===== config.mk =====
export PLATFORM = sky130hd
export DESIGN_NAME = matrix_keypad_scan_flat
export DESIGN_NICKNAME = d
export VERILOG_FILES = /design/src/rtl/whack_a_mole_pkg.sv /design/src/rtl/matrix_keypad_scan_if.sv /design/src/rtl/sync2.sv /design/src/rtl/matrix_keypad_scan.sv /design/src/flat_wrapper.sv
export SDC_FILE = /design/constraint.sdc
export NUM_CORES = 1
export LEC_CHECK = 0
export CORE_UTILIZATION = 35
export DETAILED_ROUTE_END_ITERATION = 7
export DONT_BUFFER_PORTS = 1
export GPL_ROUTABILITY_DRIVEN = 0
export SLEW_MARGIN = 5
export SYNTH_ARGS = -nofsm -noshare
export SYNTH_HDL_FRONTEND = slang
export SYNTH_SLANG_ARGS = --single-unit

===== constraint.sdc =====
create_clock -name clk -period 2.3 [get_ports clk]
set_clock_uncertainty 0.15 [all_clocks]
set_input_delay 0.46 -clock clk [delete_from_list [all_inputs] [get_ports clk]]
set_output_delay 0.46 -clock clk [all_outputs]
set_load 0.05 [all_outputs]

===== src/rtl/whack_a_mole_pkg.sv =====
// rtl/whack_a_mole_pkg.sv - shared key codes, keypad scan states and helpers
package whack_a_mole_pkg;

   typedef logic [4:0] key_code_t;

   localparam key_code_t KEY_NONE = 5'b10000;

   typedef enum logic [2:0] {
      IDLE,
      PRESS_DB,
      SCAN,
      HOLD,
      REL_DB
   } kp_state_t;

   // Lowest-numbered active-low row; only meaningful when at least one bit is 0.
   function automatic logic [1:0] first_low_row(input logic [3:0] rows);
      logic [1:0] idx;
      idx = 2'd0;
      for (int i = 3; i >= 0; i--) begin
         if (!rows[i]) idx = 2'(i);
      end
      return idx;
   endfunction

endpackage


===== src/rtl/matrix_keypad_scan_if.sv =====
// rtl/matrix_keypad_scan_if.sv - key code bus from the keypad scanner to the game controller
interface matrix_keypad_scan_if;
   import whack_a_mole_pkg::*;

   key_code_t keyvalue;
   logic      keyfinish;

   modport master (output keyvalue, output keyfinish);
   modport slave  (input  keyvalue, input  keyfinish);

endinterface


===== src/rtl/sync2.sv =====
// rtl/sync2.sv - generic two-flop synchronizer with selectable reset value
module sync2 #(
   parameter int               WIDTH   = 1,
   parameter logic [WIDTH-1:0] RST_VAL = '0
) (
   input  logic             clk,
   input  logic             rst_n,
   input  logic [WIDTH-1:0] d_i,
   output logic [WIDTH-1:0] q_o
);

   logic [WIDTH-1:0] meta_q;
   logic [WIDTH-1:0] sync_q;

   always_ff @(posedge clk or negedge rst_n) begin
      if (!rst_n) begin
         meta_q <= RST_VAL;
         sync_q <= RST_VAL;
      end else begin
         meta_q <= d_i;
         sync_q <= meta_q;
      end
   end

   assign q_o = sync_q;

endmodule


===== src/rtl/matrix_keypad_scan.sv =====
// rtl/matrix_keypad_scan.sv - 4x4 keypad scanner with press/release debounce and key encoding
module matrix_keypad_scan
   import whack_a_mole_pkg::*;
#(
   parameter int DEBOUNCE_CYC = 1_000_000,
   parameter int SETTLE_CYC   = 16
) (
   input  logic                        clk,
   input  logic                        rst_n,
   input  logic [3:0]                  row_in,
   output logic [3:0]                  col_out,
   matrix_keypad_scan_if.master        key_o
);

   // One counter serves both debounce and column settling.
   localparam int CNT_W = $clog2(((DEBOUNCE_CYC > SETTLE_CYC) ? DEBOUNCE_CYC : SETTLE_CYC) + 1);
   localparam logic [CNT_W-1:0] CNT_MAX     = '1;
   localparam logic [CNT_W-1:0] DB_LAST     = CNT_W'(DEBOUNCE_CYC - 1);
   localparam logic [CNT_W-1:0] SETTLE_LAST = CNT_W'(SETTLE_CYC - 1);

   logic [3:0]       row_s;
   kp_state_t        state_q, state_d;
   logic [CNT_W-1:0] cnt_q, cnt_d, cnt_inc;
   logic [1:0]       col_q, col_d;
   logic [1:0]       row_q, row_d;
   key_code_t        key_q, key_d;
   logic             kf_q, kf_d;

   sync2 #(
      .WIDTH   (4),
      .RST_VAL (4'hF)
   ) u_row_sync (
      .clk   (clk),
      .rst_n (rst_n),
      .d_i   (row_in),
      .q_o   (row_s)
   );

   assign cnt_inc = (cnt_q == CNT_MAX) ? cnt_q : cnt_q + CNT_W'(1);

   always_ff @(posedge clk or negedge rst_n) begin
      if (!rst_n) begin
         state_q <= IDLE;
         cnt_q   <= '0;
         col_q   <= 2'd0;
         row_q   <= 2'd0;
         key_q   <= KEY_NONE;
         kf_q    <= 1'b0;
      end else begin
         state_q <= state_d;
         cnt_q   <= cnt_d;
         col_q   <= col_d;
         row_q   <= row_d;
         key_q   <= key_d;
         kf_q    <= kf_d;
      end
   end

   always_comb begin
      state_d = state_q;
      cnt_d   = cnt_q;
      col_d   = col_q;
      row_d   = row_q;
      key_d   = key_q;
      kf_d    = 1'b0;
      case (state_q)
         IDLE: begin
            if (!(&row_s)) begin
               cnt_d   = '0;
               state_d = PRESS_DB;
            end
         end
         PRESS_DB: begin
            if (&row_s) begin
               state_d = IDLE;
            end else if (cnt_q == DB_LAST) begin
               cnt_d   = '0;
               col_d   = 2'd0;
               state_d = SCAN;
            end else begin
               cnt_d = cnt_inc;
            end
         end
         SCAN: begin
            if (cnt_q == SETTLE_LAST) begin
               cnt_d = '0;
               if (!(&row_s)) begin
                  row_d   = first_low_row(row_s);
                  key_d   = {1'b0, first_low_row(row_s), col_q};
                  kf_d    = 1'b1;
                  state_d = HOLD;
               end else if (col_q == 2'd3) begin
                  state_d = IDLE;
               end else begin
                  col_d = col_q + 2'd1;
               end
            end else begin
               cnt_d = cnt_inc;
            end
         end
         HOLD: begin
            if (row_s[row_q]) begin
               cnt_d   = '0;
               state_d = REL_DB;
            end
         end
         REL_DB: begin
            if (!row_s[row_q]) begin
               state_d = HOLD;
            end else if (cnt_q == DB_LAST) begin
               key_d   = KEY_NONE;
               state_d = IDLE;
            end else begin
               cnt_d = cnt_inc;
            end
         end
         default: state_d = IDLE;
      endcase
   end

   // All columns low while waiting for a press, a single column while scanning or holding.
   always_comb begin
      col_out = 4'b0000;
      case (state_q)
         SCAN, HOLD, REL_DB: col_out = ~(4'b0001 << col_q);
         default:            col_out = 4'b0000;
      endcase
   end

   assign key_o.keyvalue  = key_q;
   assign key_o.keyfinish = kf_q;

endmodule


===== src/flat_wrapper.sv =====
// flat-port wrapper written by rule: the top's interface ports become plain ports
module matrix_keypad_scan_flat import whack_a_mole_pkg::*;
#(
   parameter int DEBOUNCE_CYC = 1_000_000,
   parameter int SETTLE_CYC   = 16
)
  (clk, rst_n, row_in, col_out, key_o_keyvalue, key_o_keyfinish);
  matrix_keypad_scan_if key_o_i ();
  input  logic clk;
  input  logic rst_n;
  input  logic [3:0] row_in;
  output logic [3:0] col_out;
  output wire logic [$bits(key_o_i.keyvalue)-1:0] key_o_keyvalue;
  output wire logic [$bits(key_o_i.keyfinish)-1:0] key_o_keyfinish;
  assign key_o_keyvalue = key_o_i.keyvalue;
  assign key_o_keyfinish = key_o_i.keyfinish;
  matrix_keypad_scan #(.DEBOUNCE_CYC(DEBOUNCE_CYC), .SETTLE_CYC(SETTLE_CYC)) u_core (.clk(clk), .rst_n(rst_n), .row_in(row_in), .col_out(col_out), .key_o(key_o_i));
endmodule

# Word-level counts from Yosys, hierarchy flattened
# Cells that the tools add are included.
classes:
  n_shift: 1
  n_bitwise: 2
  eq_ne: 22
  add_sub_neg: 2
  muxes: 40
  n_lt_le_gt_ge: 1
  reduce_logical: 11
ops:
  columns: ["operator", "count"]
  rows:
  - ["two-way mux 20 bit", 8]
  - ["case mux 20 bit (5 select lines)", 1]
  - ["== test 20 bit (second input constant)", 2]
  - ["two-way mux 3 bit", 9]
  - ["adder 20 x 1 -> 20 bit (second input constant)", 1]
  - ["== test 20 x 4 -> 1 bit (second input constant)", 1]
  - ["two-way mux 5 bit", 4]
  - ["two-way mux 2 bit", 9]
  - ["AND reduction 6 bit", 3]
  - ["case mux 3 bit (5 select lines)", 1]
  - ["inequality test 2 x 1 -> 1 bit (second input constant)", 6]
  - ["inequality test 2 bit (second input constant)", 5]
  - ["case mux 5 bit (2 select lines)", 1]
  - ["== test 3 x 2 -> 1 bit (second input constant)", 2]
  - ["AND reduction 5 bit", 1]
  - ["nonzero test 5 bit", 1]
  - ["two-way mux 1 bit", 4]
  - ["two-way mux 4 bit", 1]
  - ["inverter 4 bit", 1]
  - ["case mux 2 bit (2 select lines)", 1]
  - ["AND reduction 4 bit", 1]
  - ["nonzero test 2 bit", 2]
  - ["left shift 1 x 2 -> 4 bit (first input constant)", 1]
  - ["== test 3 x 1 -> 1 bit (second input constant)", 1]
  - ["other kinds (12)", 12]
word_totals:
  output_inout_bits: 10
  regBits: 41
  input_bits: 6

# Depth between registers and ports, before layout
# Gate-level depths: netlist (run 1).
logic_depth:
  depth_word: 7
  ltp_mapped: 9

# Hierarchy
# Synthesis (run 1) repeated with hierarchy kept, for this count alone.
hier_totals:
  cells_unflattened: 260
  hier_area_um2: 2396.0
modules_own_cells:
  columns: ["mod", "area_per_inst_um2", "seq_area_each_um2", "cells_per_inst", "instances"]
  rows:
  - ["matrix_keypad_scan", 2185.8, 827.0, 252, 1]
  - ["sync2", 210.2, 210.2, 8, 1]

# Worst setup path before layout (run 1)
# OpenSTA, ideal clock, no wires.
synth_path:
  kind: "register -> register"
  from: "register u_core.cnt_q[6]"
  to: "register u_core.cnt_q[8]"
  path_buffers: 2
  setup_slack_ns: 0.105
  arrival_ns: 1.926
  setup_ns: 0.119
  synth_period_minus_slack_ns: 2.195
  path_stages_with_launch: 9
  cell_sequence: "dfrtp_1 -> or4_1 -> or2_1 -> o21ai_1 -> o31a_1 -> and3_1 -> buf_6 -> buf_6 -> nor2_1"
synth_via:
  elab_chain_cells: 5
synth_rtl:
  columns: ["item", "line_no", "text"]
  rows:
  - ["start, declared", "matrix_keypad_scan.sv:23", "logic [CNT_W-1:0] cnt_q, cnt_d, cnt_inc;"]
  - ["start signal, assigned", "matrix_keypad_scan.sv:51", "cnt_q <= cnt_d;"]
  - ["adder 20 x 1 -> 20 bit or == test 20 bit (tied branches)", "matrix_keypad_scan.sv:39", "assign cnt_inc = (cnt_q == CNT_MAX) ? cnt_q : cnt_q + CNT_W'(1);"]
  - ["two-way mux 20 bit", "matrix_keypad_scan.sv:39", null]
  - ["two-way mux 20 bit (on tied branches)", "matrix_keypad_scan.sv:110, matrix_keypad_scan.sv:76", null]
  - ["two-way mux 20 bit (on tied branches)", "matrix_keypad_scan.sv:108, matrix_keypad_scan.sv:74", null]
  - ["case mux 20 bit (5 select lines)", "matrix_keypad_scan.sv:66", "case (state_q)"]
# Several ways; a longest one is shown, not always the timed one. The select of a mux whose other input is x is not followed.
# A chain may end at the register's enable or synchronous reset.

# Worst setup path after layout (run 1)
layout_path:
  from: "register u_core.cnt_q[8]"
  to: "register u_core.cnt_q[18]"
# The elaborated chain is that of the path after synthesis.

==> results of run 1 <==
## cell families (layout without fill, tap and decap cells)
group	Yosys count	in the layout
adder cells (fa/ha/maj)	5	5
XOR/XNOR	12	12
AND/OR/NAND/NOR	117	117
buffers and inverters	16	60
multiplexers	4	4
flip-flops	41	41
AO/OA/AOI/OAI	39	39
## layout by cell type (no fill, tap or decap), types with 5 or more instances in the layout
cell type      instances
ha_1                   5
o21ai_0                6
inv_1                  7
clkbuf_8               5
dfrtp_1               32
a21oi_1                8
buf_4                 37
nand3_1               18
xor2_1                11
nand4_1               10
nand2_1               15
nor2_1                26
dlygate4sd3_1          5
and4_1                 7
and3_1                 8
dfstp_2                9
## per-layer routing
metal / vias to the layer above / track usage / share of wire
li1: 941 / - / -
met5: - / 0 / 0
met2: 13 / 0.290 / 0.49
met1: 973 / 0.223 / 0.48
met4: 0 / 0.0632 / 0.014
met3: 5 / 0.0264 / 0.011
## path summary, 6_finish.rpt
kind                                             to  cells past startpoint                        start  slack (ns)
min reg2reg                u_core.u_row_sync.q_o[0]                      0  u_core.u_row_sync.meta_q[0]        0.21
min                        u_core.u_row_sync.q_o[0]                      0  u_core.u_row_sync.meta_q[0]        0.21
max reg2reg                        u_core.cnt_q[18]                      7              u_core.cnt_q[8]        0.07
min in group asynchronous           u_core.cnt_q[5]                      2                        rst_n        0.49
max                                u_core.cnt_q[18]                      7              u_core.cnt_q[8]        0.07
max in group asynchronous  u_core.u_row_sync.q_o[0]                      2                        rst_n        1.25
## sequential cells by signal (all words and copies together), names as in the netlist
name and flops:
u_core.row_q 2, u_core.state_q 3, u_core.key_o.keyfinish 1, u_core.cnt_q 20, u_core.key_o.keyvalue 5, u_core.col_q 2
u_core.u_row_sync.q_o 4, u_core.u_row_sync.meta_q 4
## what timing repair did
action	in CTS	in global routing
endpoints found under the setup margin	4	31
endpoints found under the hold margin	45	0
pin swaps	0	10
hold buffers	6	0
resized for setup	1	16
gates cloned	0	0
buffers inserted	0	4
## final cells by class
class | instances | area share
clock inverter | 3 | 0.00754
inverter | 7 | 0.00931
timing repair buffer | 45 | 0.133
sequential | 41 | 0.368
multi-input combinational | 177 | 0.425
tap | 75 | 0.0333
clock buffer | 5 | 0.0244
## power breakdown
part | switching [mW] | internal (mW)
combinational | 0.166 | 0.137
clock | 0.264 | 0.215
sequential | 0.0317 | 0.765
total | 0.462 | 1.12
==> results by group, run 1 <==
GRT
  – GRT Util Overall: 0.172
  – Remaining Overflow, GRT: 0
  – First-pass GRT wire length: a little under 9000 µm
  – Initial antenna violation count: 0
  – Vias in the first global route: 1898
  – Largest net degree at the start of global routing: 42

Synthesis
  – Largest family of logic cells by synthesized area: simple AND/OR/NAND/NOR gates
  – Top cell type by total area after synthesis: dfrtp_1
  – Register area share after synthesis: 0.458
  – Post-synth EDFFs: 0
  – XOR/XNOR Fraction of Synth Area: 0.0464
  – Synth Flop Type: dfrtp_1
  – Syn Inst Count: 234
  – Syn nets: 245
  – Asr flop ratio synth: 1.00
  – Mux contribution to synthesized area: 0.0238
  – Yosys reg bits: 41
  – Ranking of synthesized cells by area: dfrtp_1, dfstp_2, nor2_1
  – Synth Area in Compound Gates: 0.113
  – Post-Syn Area: 2260 µm²
  – Top post-synthesis cells by count: dfrtp_1, nor2_1, nand3_1
  – Distinct cells, synth: 54
  – Simple-gate portion of the synthesized area: 0.291
  – Yosys top cell area share: 0.354
  – Avg Synthesized Cell Area: 9.68 µm²
  – Synth warnings: 0
  – Synth Area in Adders: 0.0276
  – Top-count cell post-synth: dfrtp_1

Finish
  – Reg area: 1040 µm²
  – Final instance area: 2820 µm²
  – Area growth, synth to finish: 24.6%
  – Fillers: 632
  – Ant. Diodes: 0
  – Final core utilization: 0.463
  – Finished Layout Cells: 353
  – Proportion of layout cells with a drive suffix above 1: 0.288
  – Multi-input gate area in the final layout: 1200 µm²
  – Final net count: 288

CTS
  – Clock Root Buffer: clkbuf_8
  – Clock slew at reported path FFs: around 0.08 ns
  – Max Root-Sink Buffers: 2
  – Clock Sinks: 41
  – Clk_lat worst skew: 0.30 ns
  – CTS tree: built
  – Clock buffer count from CTS: 5
  – CTS H-tree lvls: 2

Detailed routing
  – Post-DRT Antenna Nets: 0
  – 1st-iter DRT viols: 73
  – Vias: around 1900
  – DRC: 0
  – Total wire length: ~5200 µm
  – Wire per inst: around 15 µm
  – Detailed-router iteration count before antenna repair: 4
  – DR vias/cell: 5.47

Timing
  – Final setup viols: 0
  – PnR worst setup slack: 0.0664 ns
  – Setup TNS: 0 ns
  – Max Clk Rate: about 0.45 GHz
  – Final Cycle Share: 0.971
  – RSZ-0062 raised after global routing: true
  – Slew Limit Fails: 0
  – Worst slew pin tran: 0.480 ns
  – Fin. Hold Viols: 0
  – Post-route minimum period: 2.23 ns
  – Max_slew headroom: 0.680
  – Hold WS: 0.208 ns

Die
  – IO Count: 16
  – Die ar.: 6800 µm²
  – Die Span X: 82.4 µm
  – Core area: 6100 µm²
  – Chip height: approximately 82 µm
  – Initial Utilization: 0.372
  – Rows: 28

Power and ir drop
  – PD cells: 560 nW/µm²
  – Worst VDD drop: between 0.3 and 0.4 mV
  – Power Total: roughly 1.6 mW
  – Leakage power: around 1.2 nW

Setup path
  – Startpoint Class: flip-flop
  – WP data required: 2.32 ns
  – CP top delay family: simple AND/OR/NAND/NOR gates
  – Slowest stage delay, CP: between 0.5 and 0.6 ns
  – Cells along the critical path: or4_4 > or2_4 > o21ai_2 > o31a_1 > and3_4 > buf_8 > a311oi_1
  – Setup Crit Path Kind: flip-flop to flip-flop
  – CP Max Fanout: 11
  – Crit. End Element: flip-flop
  – Worst path slowest cell: or4_4
  – Crit path DAT: 2.25 ns
  – CP bufs+invs: 1

Place
  – Number of port buffers: 0
  – Placed Cells: 335
  – DP HPWL: approximately 3700 µm
  – Post-DP Area: 2560 µm²
  – Dpl ws: 0.0119 ns

Flow run
  – Max-Cap Viols: 0

Min path
  – HP Class: flip-flop to flip-flop

Run status
  – Status: complete, no violations
(Power assumes the default switching activity.)
==> inputs of run 2 (changes only) <==
--- a/config.mk
+++ b/config.mk
@@ -9,7 +9,7 @@
 export DETAILED_ROUTE_END_ITERATION = 7
 export DONT_BUFFER_PORTS = 1
 export GPL_ROUTABILITY_DRIVEN = 0
-export SLEW_MARGIN = 5
+export REMOVE_ABC_BUFFERS = 1
 export SYNTH_ARGS = -nofsm -noshare
 export SYNTH_HDL_FRONTEND = slang
 export SYNTH_SLANG_ARGS = --single-unit
==> run 2 against run 1 <==
- sequential power about the same
- combinational power barely moved
- routed wire length is 0.73% lower
- cell area is 0.84% higher
- flip-flop and latch count unchanged
- final cell count decreased by 0.28%
- power is 6.9% higher
- global-route usage is 0.068 points higher
- first-iteration DRC count is 77% higher
- worst setup slack worse by 0.024 ns
==> results by group, run 2 (same netlist as run 1, synthesis figures left out) <==
Setup path
  – Crit path DAT: about 2.3 ns
  – CP Max Fanout: 7
  – Crit. End Element: flip-flop
  – Setup Crit Path Kind: flip-flop to flip-flop
  – WP data required: around 2.3 ns
  – Startpoint Class: flip-flop

Finish
  – Commonest non-fill, non-tap cell in the layout: buf_4
  – Ant. Diodes: 0
  – Final instance area: 2850 µm²
  – Final net count: 287
  – Commonest non-fill, non-tap cells in the layout: buf_4, dfrtp_1, nor2_1
  – Biggest register: u_core.cnt_q
  – Fillers: 587
  – Area growth, synth to finish: 25.6%
  – Max reg flops: 20
  – Finished Layout Cells: 352
  – Proportion of layout cells with a drive suffix above 1: 0.289

GRT
  – Largest net degree at the start of global routing: 42
  – First-pass GRT wire length: 8740 µm
  – Initial antenna violation count: 0
  – GRT Util Overall: 0.173
  – Remaining Overflow, GRT: 0
  – Vias in the first global route: 1810

Timing
  – RSZ-0062 raised after global routing: true
  – Hold WS: 0.198 ns
  – Slew Limit Fails: 0
  – Fin. Hold Viols: 0
  – Max Clk Rate: 0.443 GHz
  – Post-route minimum period: 2.26 ns
  – Max_slew headroom: 0.676
  – Worst slew pin tran: 0.486 ns
  – Final Cycle Share: 0.982
  – Final setup viols: 0

CTS
  – CTS tree: built
  – Clock buffer count from CTS: 5
  – Clock Root Buffer: clkbuf_8
  – Clock Sinks: about 40
  – Max Root-Sink Buffers: 2
  – CTS H-tree lvls: 2
  – Clk_lat worst skew: 0.30 ns
  – Clock slew at reported path FFs: 0.09 ns

Detailed routing
  – Detailed-router iteration count before antenna repair: 5
  – Post-DRT Antenna Nets: 0
  – DRC: 0
  – Total wire length: ~5200 µm
  – Wire per inst: 14.7 µm
  – 1st-iter DRT viols: about 130
  – DR vias/cell: 5.47
  – Vias: ~1900

Die
  – Initial Utilization: 0.372
  – Rows: 28
  – Core area: 6100 µm²
  – Die ar.: 6800 µm²
  – Die Span X: slightly above 80 µm
  – Chip height: about 82 µm
  – IO Count: 16

Run status
  – Status: complete, no violations

Place
  – Placed Cells: around 330
  – Post-DP Area: around 2500 µm²
  – DP HPWL: 3620 µm
  – Number of port buffers: 0

Power and ir drop
  – PD cells: between 500 and 600 nW/µm²
  – Leakage power: 1.24 nW
  – Worst VDD drop: 0.457 mV

Min path
  – HP Class: flip-flop to flip-flop

Flow run
  – Max-Cap Viols: 0
run 2: changes by cell type in the layout (fill, tap and decap cells not counted), moves of 2 or more:
cell     before  now
buf_4        37   35
buf_6         1    3
nand3_1      18   16
nand3_2       0    2
run 2: metrics by stage:
| step | setup slack [ns] | total power [mW] | setup TNS [ns] | utilization |
|---|---|---|---|---|
| 6_report | 0.0423 | 1.69 | 0 | 0.467 |
| 3_5_place_dp | -0.0587 | 1.05 | -0.155 | 0.417 |
| 4_1_cts | 0.00768 | 1.66 | 0 | 0.449 |
| 2_1_floorplan | -0.139 | 0.959 | -0.475 | - |
| 3_3_place_gp | -0.0198 | 1.05 | -0.0274 | 0.417 |
| 5_1_grt | -0.0297 | 1.77 | -0.0324 | 0.467 |
run 2: worst paths after layout:
path / start / to / slack, ns / cells after the start
worst max-delay path: u_core.cnt_q[12] / u_core.cnt_q[18] / 0.04 / 7
worst min-delay path: u_core.u_row_sync.meta_q[2] / u_core.u_row_sync.q_o[2] / 0.20 / 0
worst max register to register: u_core.cnt_q[12] / u_core.cnt_q[18] / 0.04 / 7
worst min register to register: u_core.u_row_sync.meta_q[2] / u_core.u_row_sync.q_o[2] / 0.20 / 0
max in group asynchronous: rst_n / u_core.u_row_sync.q_o[3] / 1.29 / 2
min in group asynchronous: rst_n / u_core.key_o.keyvalue[3] / 0.45 / 2
run 2: per-layer routing:
metal	share of wire	wire length, µm	GRT usage	vias up
met5	0	0	0	-
met4	0.018	91	0.0596	0
met3	0.031	162	0.0286	8
met2	0.48	2470	0.275	37
met1	0.47	2460	0.238	940
li1	-	-	-	941
run 2: worst max-delay path, cell delays in order (launching register included):
cell and delay [ns]:
dfrtp_1 0.39, or4_4 0.58, or2_1 0.28, o21ai_1 0.14, o31a_1 0.19, and3_4 0.21
buf_4 0.15, a311oi_1 0.05
run 2: what timing repair did:
action / CTS / global route
pin swaps: 0 / 4
endpoints found under the setup margin: 12 / 33
setup buffers: 0 / 5
resized for setup: 2 / 15
endpoints found under the hold margin: 45 / 0
hold buffers: 6 / 0
run 2: power breakdown:
part	internal, mW	switching, mW
Sequential	0.765	0.0310
Clock	0.325	0.262
Combinational	0.137	0.169
Total	1.23	0.462
run 2: area by class of cell:
type | count | area, µm² | share of cell area
inverter | 7 | 26.3 | 0.00923
multi-input combinational | 177 | 1210 | 0.424
clock inverter | 3 | 46.3 | 0.0163
sequential | 41 | 1040 | 0.365
clock buffer | 5 | 68.8 | 0.0242
timing repair buffer | 44 | 367 | 0.129
tap | 75 | 93.8 | 0.0330
